--- config.mk ---
export PLATFORM = sky130hd
export DESIGN_NAME = vga_sync_rx
export DESIGN_NICKNAME = d
export VERILOG_FILES = /design/src/rtl/vga_sync_rx.sv
export SDC_FILE = /design/constraint.sdc
export NUM_CORES = 1
export LEC_CHECK = 0
export ABC_AREA = 0
export BUFFER_PORTS_ARGS = -buffer_cell sky130_fd_sc_hd__buf_4
export CAP_MARGIN = 20
export CORE_UTILIZATION = 40
export CTS_CLUSTER_SIZE = 12
export DETAILED_ROUTE_END_ITERATION = 10
export GPL_ROUTABILITY_DRIVEN = 0
export RECOVER_POWER = 50
export SYNTH_ARGS = -nofsm -noshare
export SYNTH_HDL_FRONTEND = slang
export SYNTH_SLANG_ARGS = --single-unit
--- constraint.sdc ---
create_clock -name clk -period 3.05 [get_ports clk]
set_clock_uncertainty 0.05 [all_clocks]
set_input_delay 0.305 -clock clk [delete_from_list [all_inputs] [get_ports clk]]
set_output_delay 0.305 -clock clk [all_outputs]
set_load 0.05 [all_outputs]
--- src/rtl/vga_sync_rx.sv ---
// vga_sync_rx: receive side of the VGA timing interface.
// Registers the active-low syncs from a timing generator running on the same
// clk, recovers column/row/video_on two clocks behind the generator, checks
// every sync edge against the programmed timing and reports lock, timing
// errors, the measured line length and the measured lines per frame.
module vga_sync_rx #(
    parameter int H_PIXEL     = 640,
    parameter int HSYNC_START = 659,
    parameter int HSYNC_END   = 755,
    parameter int H_MAX       = 799,
    parameter int V_PIXEL     = 480,
    parameter int VSYNC_START = 493,
    parameter int VSYNC_END   = 494,
    parameter int V_MAX       = 524,
    parameter int LOCK_FRAMES = 2
) (
    input  logic       clk,
    input  logic       rst,
    input  logic       h_sync_n,
    input  logic       v_sync_n,
    output logic [9:0] rx_col,
    output logic [9:0] rx_row,
    output logic       rx_video_on,
    output logic       locked,
    output logic       frame_start,
    output logic       sync_err,
    output logic [9:0] line_len,
    output logic [9:0] frame_lines
);

    localparam logic [9:0] H_PIXEL_C  = 10'(H_PIXEL);
    localparam logic [9:0] HS_C       = 10'(HSYNC_START);
    localparam logic [9:0] HE1_C      = 10'(HSYNC_END + 1);
    localparam logic [9:0] H_MAX_C    = 10'(H_MAX);
    localparam logic [9:0] V_PIXEL_C  = 10'(V_PIXEL);
    localparam logic [9:0] VS_C       = 10'(VSYNC_START);
    localparam logic [9:0] VE1_C      = 10'(VSYNC_END + 1);
    localparam logic [9:0] V_MAX_C    = 10'(V_MAX);
    localparam logic [7:0] LOCK_C     = 8'(LOCK_FRAMES);
    localparam logic [9:0] SAT_C      = 10'h3FF;

    // SEARCH: follow h_sync only, wait for a v_sync fall.
    // VERIFY: check every edge, count clean frames.
    // LOCKED: keep checking, video_on and frame_start enabled.
    typedef enum logic [1:0] {
        SEARCH = 2'd0,
        VERIFY = 2'd1,
        LOCKED = 2'd2
    } state_t;

    state_t     state;
    state_t     state_next;

    logic       h_q, h_prev, v_q, v_prev;
    logic       h_fall, h_rise, v_fall, v_rise;
    logic [9:0] col_next, row_next;
    logic       h_err, v_err, v_at_start, mismatch;
    logic [7:0] frame_cnt;
    logic [7:0] frame_cnt_inc;
    logic [9:0] hcnt, vcnt;
    logic [9:0] hcnt_inc, vcnt_inc;

    // Edge detection on the once-registered syncs; idle-high reset avoids a false edge.
    always_ff @(posedge clk) begin
        if (rst) begin
            h_q    <= 1'b1;
            h_prev <= 1'b1;
            v_q    <= 1'b1;
            v_prev <= 1'b1;
        end else begin
            h_q    <= h_sync_n;
            h_prev <= h_q;
            v_q    <= v_sync_n;
            v_prev <= v_q;
        end
    end

    assign h_fall = h_prev & ~h_q;
    assign h_rise = ~h_prev & h_q;
    assign v_fall = v_prev & ~v_q;
    assign v_rise = ~v_prev & v_q;

    // A detected edge belongs to the generator position one clk ahead of rx_col/rx_row,
    // so all checks are made against the next counter position.
    always_comb begin
        col_next = (rx_col == H_MAX_C) ? 10'd0 : rx_col + 10'd1;
        row_next = rx_row;
        if (rx_col == H_MAX_C) begin
            row_next = (rx_row == V_MAX_C) ? 10'd0 : rx_row + 10'd1;
        end
        v_at_start = (col_next == 10'd0) && (row_next == VS_C);
        h_err = (h_fall != (col_next == HS_C)) ||
                (h_rise && (col_next != HE1_C));
        v_err = (v_fall != v_at_start) ||
                (v_rise && !((col_next == 10'd0) && (row_next == VE1_C)));
        mismatch = (state != SEARCH) && (h_err || v_err);
        frame_cnt_inc = frame_cnt + 8'd1;
    end

    // State register.
    always_ff @(posedge clk) begin
        if (rst) begin
            state <= SEARCH;
        end else begin
            state <= state_next;
        end
    end

    // Next-state logic; a mismatch always wins over a coincident clean event.
    always_comb begin
        state_next = state;
        case (state)
            SEARCH: begin
                if (v_fall) begin
                    state_next = VERIFY;
                end
            end
            VERIFY: begin
                if (mismatch) begin
                    state_next = SEARCH;
                end else if (v_fall && (frame_cnt_inc == LOCK_C)) begin
                    state_next = LOCKED;
                end
            end
            LOCKED: begin
                if (mismatch) begin
                    state_next = SEARCH;
                end
            end
            default: state_next = SEARCH;
        endcase
    end

    // FSM-derived outputs.
    always_comb begin
        locked      = (state == LOCKED);
        rx_video_on = locked && (rx_col < H_PIXEL_C) && (rx_row < V_PIXEL_C);
        frame_start = locked && (rx_col == 10'd0) && (rx_row == 10'd0);
    end

    // Recovered position: realigned by sync falls in SEARCH, free-running otherwise.
    always_ff @(posedge clk) begin
        if (rst || mismatch) begin
            rx_col <= 10'd0;
            rx_row <= 10'd0;
        end else if (state == SEARCH) begin
            if (v_fall) begin
                rx_col <= 10'd0;
                rx_row <= VS_C;
            end else if (h_fall) begin
                rx_col <= HS_C;
                rx_row <= 10'd0;
            end else begin
                rx_col <= col_next;
                rx_row <= 10'd0;
            end
        end else begin
            rx_col <= col_next;
            rx_row <= row_next;
        end
    end

    // Clean-frame counter used to qualify lock.
    always_ff @(posedge clk) begin
        if (rst || mismatch || (state == SEARCH)) begin
            frame_cnt <= 8'd0;
        end else if ((state == VERIFY) && v_fall) begin
            frame_cnt <= frame_cnt_inc;
        end
    end

    // Error pulse, registered so it lines up with locked dropping.
    always_ff @(posedge clk) begin
        if (rst) begin
            sync_err <= 1'b0;
        end else begin
            sync_err <= mismatch;
        end
    end

    assign hcnt_inc = (hcnt == SAT_C) ? hcnt : hcnt + 10'd1;
    assign vcnt_inc = (vcnt == SAT_C) ? vcnt : vcnt + 10'd1;

    // Line length: clocks between consecutive h_sync falls, saturating.
    always_ff @(posedge clk) begin
        if (rst) begin
            hcnt     <= 10'd0;
            line_len <= 10'd0;
        end else if (h_fall) begin
            hcnt     <= 10'd1;
            line_len <= hcnt;
        end else begin
            hcnt     <= hcnt_inc;
        end
    end

    // Lines per frame: h_sync falls between consecutive v_sync falls, saturating.
    // A coincident h_sync fall is counted in the new frame.
    always_ff @(posedge clk) begin
        if (rst) begin
            vcnt        <= 10'd0;
            frame_lines <= 10'd0;
        end else if (v_fall) begin
            vcnt        <= h_fall ? 10'd1 : 10'd0;
            frame_lines <= vcnt;
        end else if (h_fall) begin
            vcnt        <= vcnt_inc;
        end
    end

endmodule

==> metrics <==
status=finished clean; syn_nets=about 500; Synth top area share=0.3810; clock-pin slew reported for the worst setup and hold paths after clock tree synthesis=roughly 0.080 ns; Post-synth EDFFs=0; DRT Pass-1 Iters=5; level count of the clock H-tree=3; Slowest cell on crit path=sky130_fd_sc_hd__or4_1; clock tree from TritonCTS=done; fillers=963; number of storage elements in the synthesis netlist=75; growth of design area from synthesis to finish=18.16%; vertical extent of the die=101.3 um; total CTS buffers=9; Unique masters post-synth=63; critical path class=flop to flop; final critical-path setup slack=0.1509 ns; Tmin final=around 2.9 ns; number of global-route vias before repair=~3.5k; final-report max-slew violation count=0; switching share of power=0.2579; total global routing track utilization=0.2048; ratio of total power to cell area=between 400 and 500 nW/um2; Vias per Instance=5.488; antenna violations before repair=0; ratio of final minimum period to clock period=0.9505; leakage power figure=about 1.6 nW; RSZ-0062 raised after global routing=false; total half-perimeter wirelength after legalization and detailed placement=7.097 mm; area leader, netlist=sky130_fd_sc_hd__dfxtp_1; routed wire length=9.922 mm; combinational fraction of design power=0.099; fraction of final layout cells sized beyond drive strength 1=0.1517; Crit. End Element=flop; Worst slew margin=0.04049; quantity of I/O buffers inserted on ports=47; DRT antenna net count=0; cell-internal power=~1.6 mW; library cell used as clock root buffer=sky130_fd_sc_hd__clkbuf_8; delay of the slowest cell on the worst path=0.52 ns; Routed WL per cell=between 10 and 15 um; Initial Util=0.4206; sinks on the clock net=75; mean cell area of the mapped netlist=8.177 um2; number of placement rows=35; Pwr Total=approximately 2.1 mW; most heavily used metal layer in global routing=met2; wire length of the first global-routing pass=16.67 mm; met1 Resource Use GR=0.2614; cell area after synthesis=about 4000 um2; transition time at the pin with the least slew margin=between 1 and 1.5 ns; number of buffers on the longest clock path=2; CP Cell Sequence=ha_1 > and4_1 > nand3_2 > or4_1 > a211oi_2 > nand4_1 > a22oi_4 > nand4_4 > a211oi_1; maximum clock rate=approximately 340 MHz; Cells after Synth=~480; family with the most delay on the worst path=simple AND/OR/NAND/NOR gates; GR Layer Usage met3=0.05107; met2 track utilization from global routing=0.3291; critical path data required time=3.22 ns; max cap viols=0; number of buffer and inverter stages on the critical path=0; GRT Residual Overflow=0; number of inserted diodes=0; layout net count=around 560; path type of the worst min-delay path=input pin to flop; CP Data Arrival Time=~3 ns; startpoint types=flop; I/O pin count=48; Worst Path Max Fanout=10; number of DRC violations after detailed-routing iteration 0=150; maximum number of pins on one net before global-route repair=32; Final Hold Vio Count=0; IR drop worst, VDD=approximately 0.24 mV; portion of the post-synthesis area used by sequential elements=0.3810; YS warnings=0; accumulated negative setup slack=0 ns; DRC violation count after routing=0; fraction of registers with async set or reset after synthesis=0; cells taking the most area after synthesis=sky130_fd_sc_hd__dfxtp_1, sky130_fd_sc_hd__nand2_1, sky130_fd_sc_hd__xor2_1; clk_lat worst skew=~0.34 ns; final-report setup violation count=0; net switching power=0.5398 mW; overall die width=101.3 um; core region area=between 9000 and 10000 um2; Clk network pwr share=0.412; dominant synthesized flop cell=sky130_fd_sc_hd__dfxtp_1; sequential cell fraction of total power=0.490; total via count in the routed design=~3.7k; area enclosed by the die boundary=between 10000 and 15000 um2; worst setup timing slack at the placement stage=-0.07270 ns
## area by class of cell
class                           instances  area [um2]  area share
Clock inverter                          5       85.08     0.01827
Clock buffer                           11       141.4     0.03036
Multi-Input combinational cell        369        2282      0.4901
Inverter                               12       45.04    0.009672
Tap cell                              129       161.4     0.03466
Sequential cell                        75        1506      0.3235
Timing Repair Buffer                   75       435.4     0.09350
## layout by cell type (no fill, tap or decap), types with 11 or more instances in the layout
cell                       count
sky130_fd_sc_hd__a21oi_1      34
sky130_fd_sc_hd__buf_4        41
sky130_fd_sc_hd__clkbuf_1     35
sky130_fd_sc_hd__dfxtp_1      71
sky130_fd_sc_hd__inv_1        11
sky130_fd_sc_hd__nand2_1      71
sky130_fd_sc_hd__nand3_1      23
sky130_fd_sc_hd__nand4_1      18
sky130_fd_sc_hd__nor2_1       42
sky130_fd_sc_hd__nor3_1       14
sky130_fd_sc_hd__o21ai_0      16
sky130_fd_sc_hd__xor2_1       22
## power by group through the flow
stage | Sequential [mW] | Combinational [mW] | Clock, mW
global route | 1.03 | 0.226 | 0.921
floorplan | 1.08 | 0.108 | 0
CTS | 1.02 | 0.208 | 0.889
detailed placement | 1.05 | 0.207 | 0
global placement | 1.05 | 0.205 | 0
finish | 1.02 | 0.206 | 0.862
## per-stage QoR
| stage | hold slack, ns | cells | util | cell area (um2) |
|---|---|---|---|---|
| after floorplan | 0.3585 | 482 | - | 3944 |
| after global placement | 0.3967 | 655 | 0.4794 | 4493 |
| after detailed placement | 0.3982 | 655 | 0.4794 | 4493 |
| after CTS | 0.07765 | 671 | 0.5043 | 4726 |
| after global routing | 0.08414 | 676 | 0.4969 | 4657 |
| final | 0.09757 | 676 | 0.4969 | 4657 |
## kinds of logic (layout without fill, tap and decap cells)
family,Yosys count,count (layout),synth area share
mux,3,3,0.007619
compound gates,97,97,0.1683
fa+ha+maj,10,10,0.03175
flops,75,75,0.3810
simple gates,227,227,0.2940
buf+inv,38,103,0.04635
xor+xnor,32,32,0.07111
## cells in the mapped netlist (7+ instances only)
master                     count
sky130_fd_sc_hd__o21ai_0      16
sky130_fd_sc_hd__clkbuf_1     15
sky130_fd_sc_hd__dfxtp_1      75
sky130_fd_sc_hd__nor2_1       42
sky130_fd_sc_hd__nand4_1      18
sky130_fd_sc_hd__nor3_1       14
sky130_fd_sc_hd__nor2b_1       9
sky130_fd_sc_hd__and3_1        7
sky130_fd_sc_hd__nand2_1      71
sky130_fd_sc_hd__inv_1        11
sky130_fd_sc_hd__ha_1         10
sky130_fd_sc_hd__a21oi_1      34
sky130_fd_sc_hd__nand3_1      23
sky130_fd_sc_hd__xor2_1       22
sky130_fd_sc_hd__xnor2_1      10
## worst paths after layout
path               startpoint     endpoint  slack [ns]  cells past startpoint
setup / recovery    rx_col[1]    rx_col[3]        0.15                      9
hold / removal       h_sync_n          h_q         0.1                      2
setup reg to reg    rx_col[1]    rx_col[3]        0.15                      9
hold reg to reg   line_len[7]  line_len[7]        0.41                      2
## sequential cells by signal, summed over array words and instances, names as in the netlist, 2 cells and up
| name | cells |
|---|---|
| vcnt | 10 |
| frame_lines | 10 |
| rx_row | 10 |
| frame_cnt | 8 |
| rx_col | 10 |
| hcnt | 10 |
| state | 2 |
| line_len | 10 |
## metal layers
metal	share of wire	vias to the layer above
li1	-	1833
met1	0.43	1722
met2	0.47	138
met3	0.075	17
met4	0.022	0
met5	0	-
## worst register-to-register path, cell delays in order, from the launching register on
cell	delay, ns
sky130_fd_sc_hd__dfxtp_2	0.34
sky130_fd_sc_hd__ha_1	0.26
sky130_fd_sc_hd__and4_1	0.28
sky130_fd_sc_hd__nand3_2	0.10
sky130_fd_sc_hd__or4_1	0.52
sky130_fd_sc_hd__a211oi_2	0.28
sky130_fd_sc_hd__nand4_1	0.18
sky130_fd_sc_hd__a22oi_4	0.19
sky130_fd_sc_hd__nand4_4	0.22
sky130_fd_sc_hd__a211oi_1	0.36
## what timing repair did
action / CTS / global route
hold buffers: 0 / 0
setup endpoints to repair: 16 / 22
pin swaps: 0 / 2
gates resized for setup: 1 / 5
setup buffers: 0 / 5
Power figures use the tool's default switching activity.
